$ cat src/rtl/mem_port_arbiter_pkg.sv
// Shared definitions for the memory port arbiter.
//   rsp_owner_t : which requester receives the read data returned next cycle
//   STARVE_LIMIT_DEF / CNT_W_DEF : default starvation threshold and counter width
//   store_wea() : byte write enables presented to the RAM for a granted store
package mem_port_arbiter_pkg;

    typedef enum logic [1:0] {
        RSP_NONE = 2'd0,
        RSP_INST = 2'd1,
        RSP_DATA = 2'd2
    } rsp_owner_t;

    localparam int STARVE_LIMIT_DEF = 4;
    localparam int CNT_W_DEF        = 3;

    function automatic logic [3:0] store_wea(input logic       gnt,
                                             input logic       we,
                                             input logic [3:0] wea);
        return (gnt && we) ? wea : 4'b0000;
    endfunction

endpackage

$ cat src/rtl/mem_port_arbiter_starve_counter.sv
// Saturating count of consecutive cycles in which fetch was denied.
// Ports:
//   clk, reset : clock and synchronous active-high reset
//   inc        : fetch requested but not granted this cycle
//   clr        : fetch granted or not requesting this cycle
//   at_limit   : count has reached LIMIT; fetch must win the next contention
module starve_counter
    import mem_port_arbiter_pkg::*;
#(
    parameter int CNT_W = CNT_W_DEF,
    parameter int LIMIT = STARVE_LIMIT_DEF
) (
    input  logic clk,
    input  logic reset,
    input  logic inc,
    input  logic clr,
    output logic at_limit
);

    localparam logic [CNT_W-1:0] LIMIT_C = CNT_W'(LIMIT);

    logic [CNT_W-1:0] cnt;

    // Saturates rather than wraps so a long stall can never look like a fresh start.
    always_ff @(posedge clk) begin
        if (reset) begin
            cnt <= '0;
        end else if (clr) begin
            cnt <= '0;
        end else if (inc && (cnt != '1)) begin
            cnt <= cnt + 1'b1;
        end
    end

    assign at_limit = (cnt >= LIMIT_C);

endmodule

$ cat src/rtl/mem_port_arbiter.sv
// Shares one single-port synchronous RAM between the fetch port (i_*) and
// the load/store port (d_*). Data has priority; after STARVE_LIMIT denied
// fetch cycles fetch wins one contention. Read data returns one cycle after
// the grant and is steered by the registered response owner.
// Ports:
//   clk, reset           : clock, synchronous active-high reset
//   i_req/i_addr         : fetch request;  i_gnt, i_stall, i_rvalid, i_rdata
//   d_req/d_we/d_wea/
//   d_addr/d_wdata       : load/store request; d_gnt, d_stall, d_rvalid, d_rdata
//   m_*                  : RAM port (m_rdata valid the cycle after a read)
//
// Response owner state:
//   state    | meaning
//   RSP_NONE | no read data due this cycle
//   RSP_INST | m_rdata belongs to the fetch port
//   RSP_DATA | m_rdata belongs to the load port
module mem_port_arbiter
    import mem_port_arbiter_pkg::*;
#(
    parameter int ADDR_W       = 32,
    parameter int STARVE_LIMIT = STARVE_LIMIT_DEF,
    parameter int CNT_W        = CNT_W_DEF
) (
    input  logic              clk,
    input  logic              reset,

    input  logic              i_req,
    input  logic [ADDR_W-1:0] i_addr,
    output logic              i_gnt,
    output logic              i_rvalid,
    output logic [31:0]       i_rdata,
    output logic              i_stall,

    input  logic              d_req,
    input  logic              d_we,
    input  logic [3:0]        d_wea,
    input  logic [ADDR_W-1:0] d_addr,
    input  logic [31:0]       d_wdata,
    output logic              d_gnt,
    output logic              d_rvalid,
    output logic [31:0]       d_rdata,
    output logic              d_stall,

    output logic [ADDR_W-1:0] m_addr,
    output logic [31:0]       m_wdata,
    output logic [3:0]        m_wea,
    output logic              m_en,
    input  logic [31:0]       m_rdata
);

    logic       fetch_due;
    logic       fetch_denied;
    rsp_owner_t rsp_owner;
    rsp_owner_t rsp_next;

    assign fetch_denied = i_req & ~i_gnt;

    starve_counter #(
        .CNT_W (CNT_W),
        .LIMIT (STARVE_LIMIT)
    ) u_starve (
        .clk      (clk),
        .reset    (reset),
        .inc      (fetch_denied),
        .clr      (~fetch_denied),
        .at_limit (fetch_due)
    );

    // Fetch overrides data only when both contend and fetch has starved long enough.
    always_comb begin
        i_gnt = 1'b0;
        d_gnt = 1'b0;
        if (!reset) begin
            if (d_req && !(i_req && fetch_due)) begin
                d_gnt = 1'b1;
            end else if (i_req) begin
                i_gnt = 1'b1;
            end
        end
    end

    assign i_stall = i_req & ~i_gnt;
    assign d_stall = d_req & ~d_gnt;

    assign m_en    = i_gnt | d_gnt;
    assign m_addr  = d_gnt ? d_addr : i_addr;
    assign m_wea   = store_wea(d_gnt, d_we, d_wea);
    assign m_wdata = d_wdata;

    always_ff @(posedge clk) begin
        if (reset) begin
            rsp_owner <= RSP_NONE;
        end else begin
            rsp_owner <= rsp_next;
        end
    end

    // Stores complete in their grant cycle, so they leave no response owed.
    always_comb begin
        rsp_next = RSP_NONE;
        if (i_gnt) begin
            rsp_next = RSP_INST;
        end else if (d_gnt && !d_we) begin
            rsp_next = RSP_DATA;
        end
    end

    assign i_rvalid = (rsp_owner == RSP_INST);
    assign d_rvalid = (rsp_owner == RSP_DATA);
    assign i_rdata  = m_rdata;
    assign d_rdata  = m_rdata;

endmodule
$ cat config.mk
export PLATFORM = sky130hd
export DESIGN_NAME = mem_port_arbiter
export DESIGN_NICKNAME = d
export VERILOG_FILES = /design/src/rtl/mem_port_arbiter_pkg.sv /design/src/rtl/mem_port_arbiter_starve_counter.sv /design/src/rtl/mem_port_arbiter.sv
export SDC_FILE = /design/constraint.sdc
export NUM_CORES = 1
export LEC_CHECK = 0
export ABC_AREA = 1
export CAP_MARGIN = 20
export CORE_MARGIN = 10
export CORE_UTILIZATION = 19
export CTS_BUF_LIST = sky130_fd_sc_hd__clkbuf_8
export DETAILED_ROUTE_END_ITERATION = 8
export GPL_ROUTABILITY_DRIVEN = 1
export PLACE_DENSITY = 0.84
export SYNTH_ARGS = -nofsm -noshare
export SYNTH_HDL_FRONTEND = slang
export SYNTH_SLANG_ARGS = --single-unit
export TNS_END_PERCENT = 100
$ cat constraint.sdc
create_clock -name clk -period 1.2 [get_ports clk]
set_input_delay 0.12 -clock clk [delete_from_list [all_inputs] [get_ports clk]]
set_output_delay 0.12 -clock clk [all_outputs]
set_load 0.05 [all_outputs]
# ---- Word-level counts from Yosys, hierarchy flattened
# Index checks and enable logic that the tools add are counted.
dict set report word_totals {
  ff_bits 5
  inputBits 137
  elab_cells 32
}
dict set report classes {
  addsub 1
  n_lt_le_gt_ge 1
  eq_ne 3
  muxes 9
  n_bitwise 6
  n_reduce_logical 9
}
# op n
set op_table {}
lappend op_table {{2-to-1 mux 32 bit} 1}
lappend op_table {{2-to-1 mux 1 bit} 6}
lappend op_table {{logical AND 1 bit} 5}
lappend op_table {{2-to-1 mux 4 bit} 1}
lappend op_table {{OR reduction 2 bit} 2}
lappend op_table {{adder 3 x 1 -> 3 bit, second input constant} 1}
lappend op_table {{greater-or-equal comparator 3 bit, second input constant} 1}
lappend op_table {{inequality test 3 bit, second input constant} 1}
lappend op_table {{NOT 1 bit} 3}
lappend op_table {{bitwise AND 1 bit} 2}
lappend op_table {{equality test 2 x 1 -> 1 bit, second input constant} 1}
lappend op_table {{equality test 2 bit, second input constant} 1}
lappend op_table {{zero test 1 bit} 2}
lappend op_table {{2-to-1 mux 2 bit} 1}
lappend op_table {{OR 1 bit} 1}

# ---- Logic depth before layout (Yosys ltp)
dict set report logic_depth {
  word_depth 10
  ltp_mapped 7
  depth_no_buf 6
}

# ---- By module
# From an unflattened synthesis, not the netlist that was laid out.
dict set report unflattened {
  cells_unflattened 261
  area_unflattened_um2 1592.8
}
# mod instances cells_each area_each_um2
set modules_own_cells {}
lappend modules_own_cells {mem_port_arbiter 1 234 1410.1}
lappend modules_own_cells {starve_counter 1 27 182.7}

# ---- Least setup slack after synthesis
# Ideal clock, no wire load.
dict set report synth_timing {
  path_kind {reg2out}
  start {register u_starve.cnt[2]}
  end {output port i_stall}
  arrival_ps 1489
  required_ps 1080
  path_slack_ps -409
  path_stages_with_launch 6
  cell_sequence {dfxtp_1 -> nand2_2 -> nand2_4 -> nand2_2 -> inv_1 -> nor2_1}
}
dict set report synth_between {
  elab_chain_cells 8
}
# item line
set synth_rtl {}
lappend synth_rtl {{start, declared} mem_port_arbiter_starve_counter.sv:22} ;# logic [CNT_W-1:0] cnt;
lappend synth_rtl {{start signal, assigned} mem_port_arbiter_starve_counter.sv:31} ;# cnt <= cnt + 1'b1;
lappend synth_rtl {{greater-or-equal comparator 3 bit} mem_port_arbiter_starve_counter.sv:35} ;# assign at_limit = (cnt >= LIMIT_C);
lappend synth_rtl {{logical AND 1 bit} mem_port_arbiter.sv:74} ;# if (d_req && !(i_req && fetch_due)) begin
lappend synth_rtl {{zero test 1 bit} mem_port_arbiter.sv:74}
lappend synth_rtl {{logical AND 1 bit} mem_port_arbiter.sv:74}
lappend synth_rtl {{2-to-1 mux 1 bit} mem_port_arbiter.sv:74}
lappend synth_rtl {{2-to-1 mux 1 bit} mem_port_arbiter.sv:73} ;# if (!reset) begin
lappend synth_rtl {{net i_gnt} mem_port_arbiter.sv:29} ;# output logic i_gnt,
lappend synth_rtl {{NOT 1 bit} mem_port_arbiter.sv:82} ;# assign i_stall = i_req & ~i_gnt;
lappend synth_rtl {{bitwise AND 1 bit} mem_port_arbiter.sv:82}
lappend synth_rtl {{end, declared} mem_port_arbiter.sv:32} ;# output logic i_stall,
# The timed path passes the listed nets, and every way through them passes these cells.

# ---- Worst setup path in the final report
dict set report layout_timing {
  start {register u_starve.cnt[2]}
  end {output port m_addr[2]}
}
dict set report layout_between {
  elab_chain_cells 7
}
# item line
set layout_rtl {}
lappend layout_rtl {{greater-or-equal comparator 3 bit} mem_port_arbiter_starve_counter.sv:35}
lappend layout_rtl {{logical AND 1 bit} mem_port_arbiter.sv:74}
lappend layout_rtl {{zero test 1 bit} mem_port_arbiter.sv:74}
lappend layout_rtl {{logical AND 1 bit} mem_port_arbiter.sv:74}
lappend layout_rtl {{2-to-1 mux 1 bit} mem_port_arbiter.sv:74}
lappend layout_rtl {{2-to-1 mux 1 bit} mem_port_arbiter.sv:73}
lappend layout_rtl {{2-to-1 mux 32 bit} mem_port_arbiter.sv:86} ;# assign m_addr = d_gnt ? d_addr : i_addr;
lappend layout_rtl {{end, declared} mem_port_arbiter.sv:44} ;# output logic [ADDR_W-1:0] m_addr,
# No other way between the ends.

==> flow_summary.json <==
{
  "maxCapViolations": 0,
  "cts_buffer_depth": 2,
  "p_per_area_nw_per_um2": 679,
  "ys_dominant_reg_cell": "dfxtp_1",
  "crit_buf_inv": 4,
  "core_area_sq_um": 7770,
  "muxShareOfSynthArea": 0,
  "worst_pin_slew_ns": 0.284,
  "ys_warn_count": 0,
  "finalSetupViolCount": 44,
  "worstPathRequired_ns": 1.08,
  "synth_seq_area_share": 0.0656,
  "postRouteAntennaNets": 0,
  "synth_top_family_by_area": "buffers and inverters",
  "synth_area_leader_cell": "buf_4",
  "grt_pass1_vias": 1580,
  "status": "complete, but fails checks",
  "insertion_delay_ns": 0.22,
  "path_class": "register to output port",
  "drc": 0,
  "root_buffer": "clkbuf_8",
  "clock_sinks": 5,
  "io_buffers": 115,
  "synth_async_sr_flop_share": 0,
  "grt_usage": 0.0965,
  "synthCells": 247,
  "violations": "setup timing",
  "syn_avg_cell_area_sq_um": 6.17,
  "die_w_um": 110,
  "holdBufCountCts": 0,
  "final_area_sq_um": 2780,
  "dr.pass1.iters": 3,
  "viasPerCell": 3.95,
  "io_pins": 276,
  "drt_iter0_drc": 43,
  "die_h_um": 110,
  "peakVddDrop_mv": 0.460,
  "final_max_slew_viol_count": 0,
  "register_area_sq_um": 101,
  "fin_util": 0.358,
  "p_total_w": 0.00189,
  "hold_violations": 0,
  "synth_area_leaders": "buf_4 47%, nand2_1 23%, dfxtp_1 6.6%",
  "syn_nets": 386,
  "die_area_sq_um": 12000,
  "relSlewSlack": 0.811,
  "grt_pass1_wl_mm": 9.00,
  "grt_setup_unrepaired": "yes",
  "critPathMaxStageDelay_ns": 0.33,
  "placed_cell_area_sq_um": 2400,
  "h-tree-depth": 1,
  "timing.fmax_mhz": 644,
  "gp_congestion": 0.726,
  "layout.nets": 422,
  "hpwlAfterDp_mm": 5.61,
  "syn_area_sq_um": 1530,
  "dp.cells": 374,
  "period_minus_slack_ns": 1.55,
  "critPathMaxFanout": 17,
  "ys_ff_latch": 5,
  "clock_skew_ns": 0.000919,
  "grt_overflow": 0,
  "end_kind": "output port",
  "vias": 1515,
  "path_clk_slew_ns": 0.03,
  "crit_arrival_ns": 1.43,
  "synth_edf_count": 0,
  "floorplan.initialDensity": 0.196,
  "cts_tree": "built",
  "synth.most_common_cell": "buf_4",
  "wl_mm": 6.68,
  "row_count": 32,
  "timing.hold.ws_ns": 0.240,
  "holdCritPathClass": "input pin to output port",
  "cts_made_buffers": 3,
  "ys_types": 17,
  "n_fill_cell": 782,
  "fin_crit_sh": 1.29,
  "synthXorXnorAreaFrac": 0,
  "wl_per_cell_um": 17.4,
  "syn2layout_area_growth_pct": 82.4,
  "antenna_found_initial": 0,
  "synth_commonest_cells": "96 x buf_4, 92 x nand2_1, 14 x inv_1",
  "synth_compound_area_frac": 0.0172,
  "start_kind": "register",
  "drive_above_1_share": 0.461,
  "cp_top_family": "buffers and inverters",
  "yosysTopAreaCellShare": 0.473,
  "cp_slowest_cell": "dfxtp_2",
  "synth-simple-area-share": 0.336,
  "ff2ff_setup_slack_ns": -0.14,
  "grt_max_degree": 18,
  "leakage_nw": 1.29,
  "multiInputGateArea_sq_um": 774,
  "path_cells": "nand2_2 > nand2_4 > nor2_8 > buf_12 > buf_12 > inv_16 > nand2_1 > nand2_2 > buf_8",
  "antenna_cells": 0,
  "worst_slack_ns": -0.352,
  "synth_fa_ha_area_frac": 0.0164,
  "layoutNonFillerInstCount": 384
}
## power breakdown
part	total, W	switching (W)	internal, W
clock network	0.000309	0.0000893	0.000220
registers	0.000177	0.00000380	0.000174
logic	0.00140	0.000725	0.000678
## flip-flops by register name, indices dropped and copies added (netlist names)
name          cells
rsp_owner         2
u_starve.cnt      3
## cell usage in the layout (no fill, tap or decap), drive strengths merged, types with 2 or more instances in the layout
master         synthesis  final
buf                  102     60
clkbuf                 0      3
clkdlybuf4s50          0     69
dfxtp                  5      5
dlygate4sd2            0      3
ha                     2      2
inv                   15     17
nand2                103    103
nor2                  15     15
o2111ai                2      2
## worst register-to-register path: stages (launching register included)
cell and delay, ns:
dfxtp_2 0.32, nand2_2 0.08, nand2_4 0.07, buf_4 0.14
buf_6 0.11, nand2_4 0.07, buf_6 0.10, buf_6 0.09
nand3_4 0.08, nor2_4 0.12, nor2_2 0.04
## worst paths after layout
| check | endpoint | depth (start not counted) | startpoint |
|---|---|---|---|
| max | m_addr[2] | 9 | u_starve.cnt[2]$_SDFFE_PP0P_ |
| min | m_wdata[7] | 0 | d_wdata[7] |
| max reg2reg | u_starve.cnt[2]$_SDFFE_PP0P_ | 10 | u_starve.cnt[2]$_SDFFE_PP0P_ |
| min reg2reg | u_starve.cnt[0]$_SDFFE_PP0P_ | 2 | u_starve.cnt[0]$_SDFFE_PP0P_ |
## per-layer routing
metal  track usage  routed length (um)  up-vias
li1              -                   -      709
met1        0.0772                1710      636
met2         0.185                3640      147
met3        0.0644                1190       23
met4        0.0288                 146        0
met5             0                   0        -
## kinds of logic (layout without fill, tap and decap cells)
logic type | count (synthesis) | in the layout
AOI/OAI and AO/OA | 3 | 3
adders and majority gates | 2 | 2
buffers and inverters | 117 | 152
DFF | 5 | 5
and+or+nand+nor | 120 | 120
## through the flow
stage	setup slack, ns	TNS [ns]
detailed placement	-0.507	-18.89
CTS	-0.359	-12.26
global route	-0.415	-14.90
floorplan	-0.0593	-0.568
finish	-0.352	-12.00
global placement	-0.438	-16.67
## final cells by class
cell class	count	area share
timing repair inverter	1	0.00405
sequential	5	0.0364
timing repair buffer	132	0.592
multi-input combinational	125	0.278
clock buffer	3	0.0148
tap	102	0.0459
clock inverter	1	0.00135
inverter	15	0.0270
## timing repair
| action | in CTS | in global routing |
|---|---|---|
| resized for setup | 65 | 9 |
| buffers inserted | 2 | 2 |
| setup endpoints to repair | 44 | 44 |
| pin swaps | 5 | 2 |
| endpoints found under the hold margin | 0 | 0 |
| gates cloned | 2 | 0 |
Power figures use the tool's default switching activity.
